--- config.mk ---
export PLATFORM = sky130hd
export DESIGN_NAME = debug_display_scanner_flat
export DESIGN_NICKNAME = d
export VERILOG_FILES = /design/src/rtl/debug_display_scanner_if.sv /design/src/rtl/debug_display_scanner.sv /design/src/flat_wrapper.sv
export SDC_FILE = /design/constraint.sdc
export NUM_CORES = 1
export LEC_CHECK = 0
export ABC_CLOCK_PERIOD_IN_PS = 5000
export CAP_MARGIN = 30
export CORE_AREA = 5 5 442 444
export DETAILED_ROUTE_END_ITERATION = 7
export DIE_AREA = 0 0 447 449
export SYNTH_ARGS = -nofsm -noshare
export SYNTH_HDL_FRONTEND = slang
export SYNTH_SLANG_ARGS = --single-unit
--- constraint.sdc ---
create_clock -name clk -period 5 [get_ports clk]
set_clock_uncertainty 0.2 [all_clocks]
set_input_delay 1 -clock clk [delete_from_list [all_inputs] [get_ports clk]]
set_output_delay 1 -clock clk [all_outputs]
set_load 0.01 [all_outputs]
--- src/rtl/debug_display_scanner_if.sv ---
// Signal bundle between the debug display scanner and its board-side driver.
// The master drives channel data, mode and controls. The slave returns segments and index.
interface debug_display_scanner_if #(
    parameter int DATA_W     = 32,
    parameter int NUM_CH     = 32,
    parameter int NUM_DIGITS = 8
);
    localparam int SEL_W = (NUM_CH > 1) ? $clog2(NUM_CH) : 1;

    logic [NUM_CH*DATA_W-1:0] ch_data;
    logic [DATA_W-1:0]        aux_data;
    logic [1:0]               mode;
    logic [SEL_W-1:0]         sw_sel;
    logic                     step_btn;
    logic                     hold;
    logic [NUM_DIGITS*7-1:0]  hex_seg;
    logic [SEL_W-1:0]         cur_index;
    logic                     scan_tick;

    modport master (
        output ch_data, aux_data, mode, sw_sel, step_btn, hold,
        input  hex_seg, cur_index, scan_tick
    );

    modport slave (
        input  ch_data, aux_data, mode, sw_sel, step_btn, hold,
        output hex_seg, cur_index, scan_tick
    );
endinterface

--- src/rtl/debug_display_scanner.sv ---
// Debug monitor that selects a channel word or aux word and drives active-low hex digits.
// The index is set manually, auto-scanned, or stepped by a debounced button.
module debug_display_scanner #(
    parameter int DATA_W     = 32,
    parameter int NUM_CH     = 32,
    parameter int NUM_DIGITS = 8,
    parameter int SCAN_DIV   = 50_000_000,
    parameter int DEB_CYCLES = 1_000_000
) (
    input logic                    clk,
    input logic                    reset,
    debug_display_scanner_if.slave bus
);
    localparam int SEL_W   = (NUM_CH > 1) ? $clog2(NUM_CH) : 1;
    localparam int PRESC_W = (SCAN_DIV > 1) ? $clog2(SCAN_DIV) : 1;
    localparam int DEB_W   = (DEB_CYCLES > 1) ? $clog2(DEB_CYCLES) : 1;
    localparam int PAD_W   = ((DATA_W + 3) / 4) * 4;

    localparam logic [SEL_W-1:0]   LAST_IDX   = SEL_W'(NUM_CH - 1);
    localparam logic [SEL_W:0]     NUM_CH_EXT = (SEL_W + 1)'(NUM_CH);
    localparam logic [PRESC_W-1:0] PRESC_LAST = PRESC_W'(SCAN_DIV - 1);
    localparam logic [DEB_W-1:0]   DEB_LAST   = DEB_W'(DEB_CYCLES - 1);

    typedef enum logic [1:0] {
        MODE_MANUAL = 2'b00,
        MODE_AUTO   = 2'b01,
        MODE_STEP   = 2'b10,
        MODE_AUX    = 2'b11
    } mode_t;

    mode_t mode;
    assign mode = mode_t'(bus.mode);

    logic [SEL_W-1:0]        index_reg, index_next, index_inc;
    logic [PRESC_W-1:0]      presc_reg, presc_next;
    logic                    tick_reg, tick_next;
    logic                    sync1_reg, sync2_reg, deb_state_reg;
    logic [DEB_W-1:0]        deb_cnt_reg;
    logic                    deb_diff, deb_done, deb_rise;
    logic [DATA_W-1:0]       disp_val_reg, src;
    logic [PAD_W-1:0]        disp_pad;
    logic [NUM_DIGITS*7-1:0] seg_next, hex_seg_reg;
    logic [DATA_W-1:0]       ch_words [NUM_CH];

    function automatic logic [6:0] hex7(input logic [3:0] n);
        case (n)
            4'h0: hex7 = 7'h40;  4'h1: hex7 = 7'h79;
            4'h2: hex7 = 7'h24;  4'h3: hex7 = 7'h30;
            4'h4: hex7 = 7'h19;  4'h5: hex7 = 7'h12;
            4'h6: hex7 = 7'h02;  4'h7: hex7 = 7'h78;
            4'h8: hex7 = 7'h00;  4'h9: hex7 = 7'h10;
            4'hA: hex7 = 7'h08;  4'hB: hex7 = 7'h03;
            4'hC: hex7 = 7'h46;  4'hD: hex7 = 7'h21;
            4'hE: hex7 = 7'h06;  default: hex7 = 7'h0E;
        endcase
    endfunction

    generate
        for (genvar gi = 0; gi < NUM_CH; gi++) begin : g_ch
            assign ch_words[gi] = bus.ch_data[gi*DATA_W +: DATA_W];
        end
    endgenerate

    // The button counts as settled only after it disagrees with the debounced state long enough.
    assign deb_diff  = sync2_reg ^ deb_state_reg;
    assign deb_done  = deb_diff && (deb_cnt_reg == DEB_LAST);
    assign deb_rise  = deb_done && sync2_reg;
    assign index_inc = (index_reg == LAST_IDX) ? '0 : index_reg + SEL_W'(1);

    always_comb begin
        index_next = index_reg;
        presc_next = '0;
        tick_next  = 1'b0;
        case (mode)
            MODE_MANUAL: index_next = ({1'b0, bus.sw_sel} >= NUM_CH_EXT) ? LAST_IDX : bus.sw_sel;
            MODE_AUTO: begin
                if (presc_reg == PRESC_LAST) begin
                    index_next = index_inc;
                    tick_next  = 1'b1;
                end else begin
                    presc_next = presc_reg + PRESC_W'(1);
                end
            end
            MODE_STEP: begin
                if (deb_rise) begin
                    index_next = index_inc;
                    tick_next  = 1'b1;
                end
            end
            default: ;
        endcase
    end

    always_ff @(posedge clk or posedge reset) begin
        if (reset) begin
            index_reg     <= '0;
            presc_reg     <= '0;
            tick_reg      <= 1'b0;
            sync1_reg     <= 1'b0;
            sync2_reg     <= 1'b0;
            deb_state_reg <= 1'b0;
            deb_cnt_reg   <= '0;
        end else begin
            index_reg <= index_next;
            presc_reg <= presc_next;
            tick_reg  <= tick_next;
            sync1_reg <= bus.step_btn;
            sync2_reg <= sync1_reg;
            if (!deb_diff || deb_done) begin
                deb_cnt_reg <= '0;
            end else begin
                deb_cnt_reg <= deb_cnt_reg + DEB_W'(1);
            end
            if (deb_done) begin
                deb_state_reg <= sync2_reg;
            end
        end
    end

    assign src      = (mode == MODE_AUX) ? bus.aux_data : ch_words[index_reg];
    assign disp_pad = PAD_W'(disp_val_reg);

    // Digits beyond the data width stay blank; a partial top nibble reads zero-extended.
    generate
        for (genvar gi = 0; gi < NUM_DIGITS; gi++) begin : g_digit
            if (4 * gi >= DATA_W) begin : g_blank
                assign seg_next[gi*7 +: 7] = 7'h7F;
            end else begin : g_hex
                assign seg_next[gi*7 +: 7] = hex7(disp_pad[gi*4 +: 4]);
            end
        end
    endgenerate

    always_ff @(posedge clk or posedge reset) begin
        if (reset) begin
            disp_val_reg <= '0;
            hex_seg_reg  <= '1;
        end else begin
            if (!bus.hold) begin
                disp_val_reg <= src;
            end
            hex_seg_reg <= seg_next;
        end
    end

    assign bus.hex_seg   = hex_seg_reg;
    assign bus.cur_index = index_reg;
    assign bus.scan_tick = tick_reg;
endmodule
--- src/flat_wrapper.sv ---
// flat-port wrapper written by rule: the top's interface ports become plain ports
module debug_display_scanner_flat 
#(
    parameter int DATA_W     = 32,
    parameter int NUM_CH     = 32,
    parameter int NUM_DIGITS = 8,
    parameter int SCAN_DIV   = 50_000_000,
    parameter int DEB_CYCLES = 1_000_000
)
  (clk, reset, bus_ch_data, bus_aux_data, bus_mode, bus_sw_sel, bus_step_btn, bus_hold, bus_hex_seg, bus_cur_index, bus_scan_tick);
  debug_display_scanner_if #(.DATA_W(DATA_W), .NUM_CH(NUM_CH), .NUM_DIGITS(NUM_DIGITS)) bus_i ();
  input logic clk;
  input logic reset;
  input wire logic [$bits(bus_i.ch_data)-1:0] bus_ch_data;
  input wire logic [$bits(bus_i.aux_data)-1:0] bus_aux_data;
  input wire logic [$bits(bus_i.mode)-1:0] bus_mode;
  input wire logic [$bits(bus_i.sw_sel)-1:0] bus_sw_sel;
  input wire logic [$bits(bus_i.step_btn)-1:0] bus_step_btn;
  input wire logic [$bits(bus_i.hold)-1:0] bus_hold;
  output wire logic [$bits(bus_i.hex_seg)-1:0] bus_hex_seg;
  output wire logic [$bits(bus_i.cur_index)-1:0] bus_cur_index;
  output wire logic [$bits(bus_i.scan_tick)-1:0] bus_scan_tick;
  assign bus_i.ch_data = bus_ch_data;
  assign bus_i.aux_data = bus_aux_data;
  assign bus_i.mode = bus_mode;
  assign bus_i.sw_sel = bus_sw_sel;
  assign bus_i.step_btn = bus_step_btn;
  assign bus_i.hold = bus_hold;
  assign bus_hex_seg = bus_i.hex_seg;
  assign bus_cur_index = bus_i.cur_index;
  assign bus_scan_tick = bus_i.scan_tick;
  debug_display_scanner #(.DATA_W(DATA_W), .NUM_CH(NUM_CH), .NUM_DIGITS(NUM_DIGITS), .SCAN_DIV(SCAN_DIV), .DEB_CYCLES(DEB_CYCLES)) u_core (.clk(clk), .reset(reset), .bus(bus_i));
endmodule
==> results.sh <==
export IMPL_outcome="complete, no violations"
export IMPL_core_area_sq_um=191000
export IMPL_num_rows=161
export IMPL_swShare_pct=50.5
export IMPL_cts_buffers=17
export IMPL_grt_total_usage_pct=14.8
export IMPL_cts_resized=0
export IMPL_netlist_area_sq_um=16000
export IMPL_synth_top_cells_by_area="mux2i_1 23%, mux4_2 14%, dfrtp_1 14%"
export IMPL_p_leak_nw=11.5
export IMPL_fin_area_sq_um=31100
export IMPL_period_needed_ns=3.63
export IMPL_vias=19300
export IMPL_syn_area_per_cell_sq_um=9.70
export IMPL_synth_top_cell_by_area="mux2i_1"
export IMPL_antenna_found_initial=101
export IMPL_areaGrowthSynthToFinish_pct=94.2
export IMPL_power_frac_comb_pct=68.6
export IMPL_fin_ws_ns=1.37
export IMPL_cp_arrival_ns=3.76
export IMPL_firstDrtPassIters=5
export IMPL_die_h_microns=449
export IMPL_cts_sinks=143
export IMPL_vias_per_cell=3.66
export IMPL_final_common_cell="clkdlybuf4s50_1"
export IMPL_cts_tree="built"
export IMPL_insertion_delay_ns=0.51
export IMPL_power_density_nw_per_um2=379
export IMPL_synth_xor_area_share_pct=2.40
export IMPL_drcViolationCount=0
export IMPL_hold_class="reg2reg"
export IMPL_power_mw=11.8
export IMPL_finalCritPeriodShare_pct=72.5
export IMPL_yosysTopAreaCellShare_pct=23.2
export IMPL_hold_violations=0
export IMPL_cts_buffer_depth=2
export IMPL_die_width_microns=447
export IMPL_slew_headroom_pct=34.2
export IMPL_yosysUniqueCellTypes=62
export IMPL_fmax_ghz=0.276
export IMPL_largest_reg_flops=56
export IMPL_gp_congestion=0.923
export IMPL_worst_slew_pin_slew_ns=0.981
export IMPL_ff2ff_path_depth=6
export IMPL_start_util_pct=8.39
export IMPL_port_buffers=1128
export IMPL_crit_fanout=26
export IMPL_htreeDepth=4
export IMPL_final_cell_mix="1127 x clkdlybuf4s50_1, 372 x mux2i_1, 110 x a21oi_1"
export IMPL_wl_mm=155
export IMPL_post_cts_buffers=0
export IMPL_muxShareOfSynthArea_pct=37.7
export IMPL_final_cell_count_no_fill=5273
export IMPL_p_int_mw=5.85
export IMPL_grt_first_pass_wirelength_mm=197
export IMPL_netlist_instances=1653
export IMPL_wl_per_cell_microns=29.4
export IMPL_synth_compound_area_share_pct=17.3
export IMPL_num_fill_cells=21400
export IMPL_cap_violations=0
export IMPL_design_die_area_sq_um=201000
export IMPL_crit_type="reg2reg"
export IMPL_fin_hold_ws_ns=0.173
export IMPL_place_inst=5217
export IMPL_synth_top_flop_cell="dfrtp_1"
export IMPL_place_ws_ns=1.16
export IMPL_finalSetupTns_ns=0
export IMPL_post_route_util_pct=16.3
export IMPL_syn_num_nets=2775
export IMPL_yosys_register_bits=143
export IMPL_synth_top_family_by_area="multiplexers"
export IMPL_layout_drive_gt1_share_pct=10.5
export IMPL_setup_viol=0
export IMPL_place_area_sq_um=30500
export IMPL_drtIter0Drc=1833
export IMPL_nNetsFinal=3832
export IMPL_clk_pin_slew_ns=0.07
export IMPL_postRouteAntennaNets=0
export IMPL_seqPwrFrac_pct=19.7
export IMPL_ir_drop_mv=0.249
export IMPL_yosys_area_share_adder_pct=4.29
export IMPL_clockPowerShare_pct=11.7
export IMPL_cts_hold_fix_buffers=0
export IMPL_grt_pass1_vias=19600
export IMPL_root_buffer="clkbuf_16"
export IMPL_cp_start_kind="flip-flop"
export IMPL_grt_ovfl_total=0
export IMPL_synth_warnings=0
export IMPL_async_reset_ff_share_pct=100
export IMPL_synth_edf_count=0
export IMPL_io_pins=1129
export IMPL_worstHoldPathCells=0
export IMPL_place_hpwl_mm=138
export IMPL_p_switching_mw=5.97
export IMPL_cp_data_required_time_ns=5.13
export IMPL_synth_simple_gate_area_share_pct=10.0
export IMPL_grt_max_degree=75
export IMPL_grt_setup_unrepaired="false"
export IMPL_slew_viol_final=0
export IMPL_ys_seq_area_share_pct=22.8
export IMPL_crit_path_end_kind="flip-flop"
==> power by group through the flow <==
stage                     clock network [mW]  registers, mW  logic [mW]
final                                   1.38           2.33        8.10
after global routing                    1.49           2.42        8.68
after global placement                     0           2.44        8.14
after detailed placement                   0           2.40        8.27
after CTS                               1.46           2.38        8.29
after floorplan                            0           1.96        4.07
==> critical path, cell delays in order, from the launching register on <==
cell and delay, ns:
dfrtp_2 0.36, buf_4 0.46, clkinv_1 0.96, o221ai_1 0.38, o22ai_1 0.27, o21a_1 0.26
a2111oi_0 0.50
==> kinds of logic (layout without fill, tap and decap cells) <==
kind of cell | Yosys count | count (layout)
simple gates | 318 | 318
xor+xnor | 44 | 44
other cells | 0 | 24
fa+ha+maj | 55 | 55
compound gates | 404 | 404
buf+inv | 211 | 1281
flops | 143 | 143
mux | 478 | 478
==> synthesized netlist by cell type, drive strengths merged, types with 48 or more instances <==
| master | instances |
|---|---|
| a21oi | 110 |
| a22oi | 55 |
| buf | 78 |
| clkbuf | 71 |
| dfrtp | 87 |
| dfstp | 56 |
| ha | 55 |
| inv | 59 |
| mux2i | 372 |
| mux4 | 100 |
| nand2 | 60 |
| nand3 | 48 |
| nor2 | 91 |
==> layer usage <==
| layer | wire length (microns) | GRT usage (%) | part of all wire [%] | up-vias |
|---|---|---|---|---|
| li1 | - | - | - | 8549 |
| met4 | 2390 | 2.26 | 1.5 | 34 |
| met2 | 73900 | 24.7 | 48 | 931 |
| met3 | 11100 | 3.54 | 7.2 | 181 |
| met5 | 230 | 0 | 0.15 | - |
| met1 | 67500 | 19.7 | 44 | 9589 |
==> final cells by class <==
class / instances / area (sq um) / area share (%)
clock buffers: 18 / 439 / 1.41
multi-input cells: 1299 / 11600 / 37.1
repair buffers: 1187 / 11900 / 38.1
diodes: 24 / 60.1 / 0.193
flip-flops and latches: 143 / 3660 / 11.8
inverters: 62 / 238 / 0.763
well taps: 2526 / 3160 / 10.1
clock inverters: 14 / 161 / 0.518
==> worst paths after layout <==
kind | to | startpoint | slack [ns]
setup / recovery | u_core.disp_pad[15] | u_core.bus.cur_index[4] | 1.37
hold / removal | u_core.sync2_reg | u_core.sync1_reg | 0.17
setup reg to reg | u_core.disp_pad[15] | u_core.bus.cur_index[4] | 1.37
hold reg to reg | u_core.sync2_reg | u_core.sync1_reg | 0.17
max in group asynchronous | u_core.bus.cur_index[1] | reset | 2.98
min in group asynchronous | u_core.sync1_reg | reset | 0.72
Power figures use the tool's default switching activity.
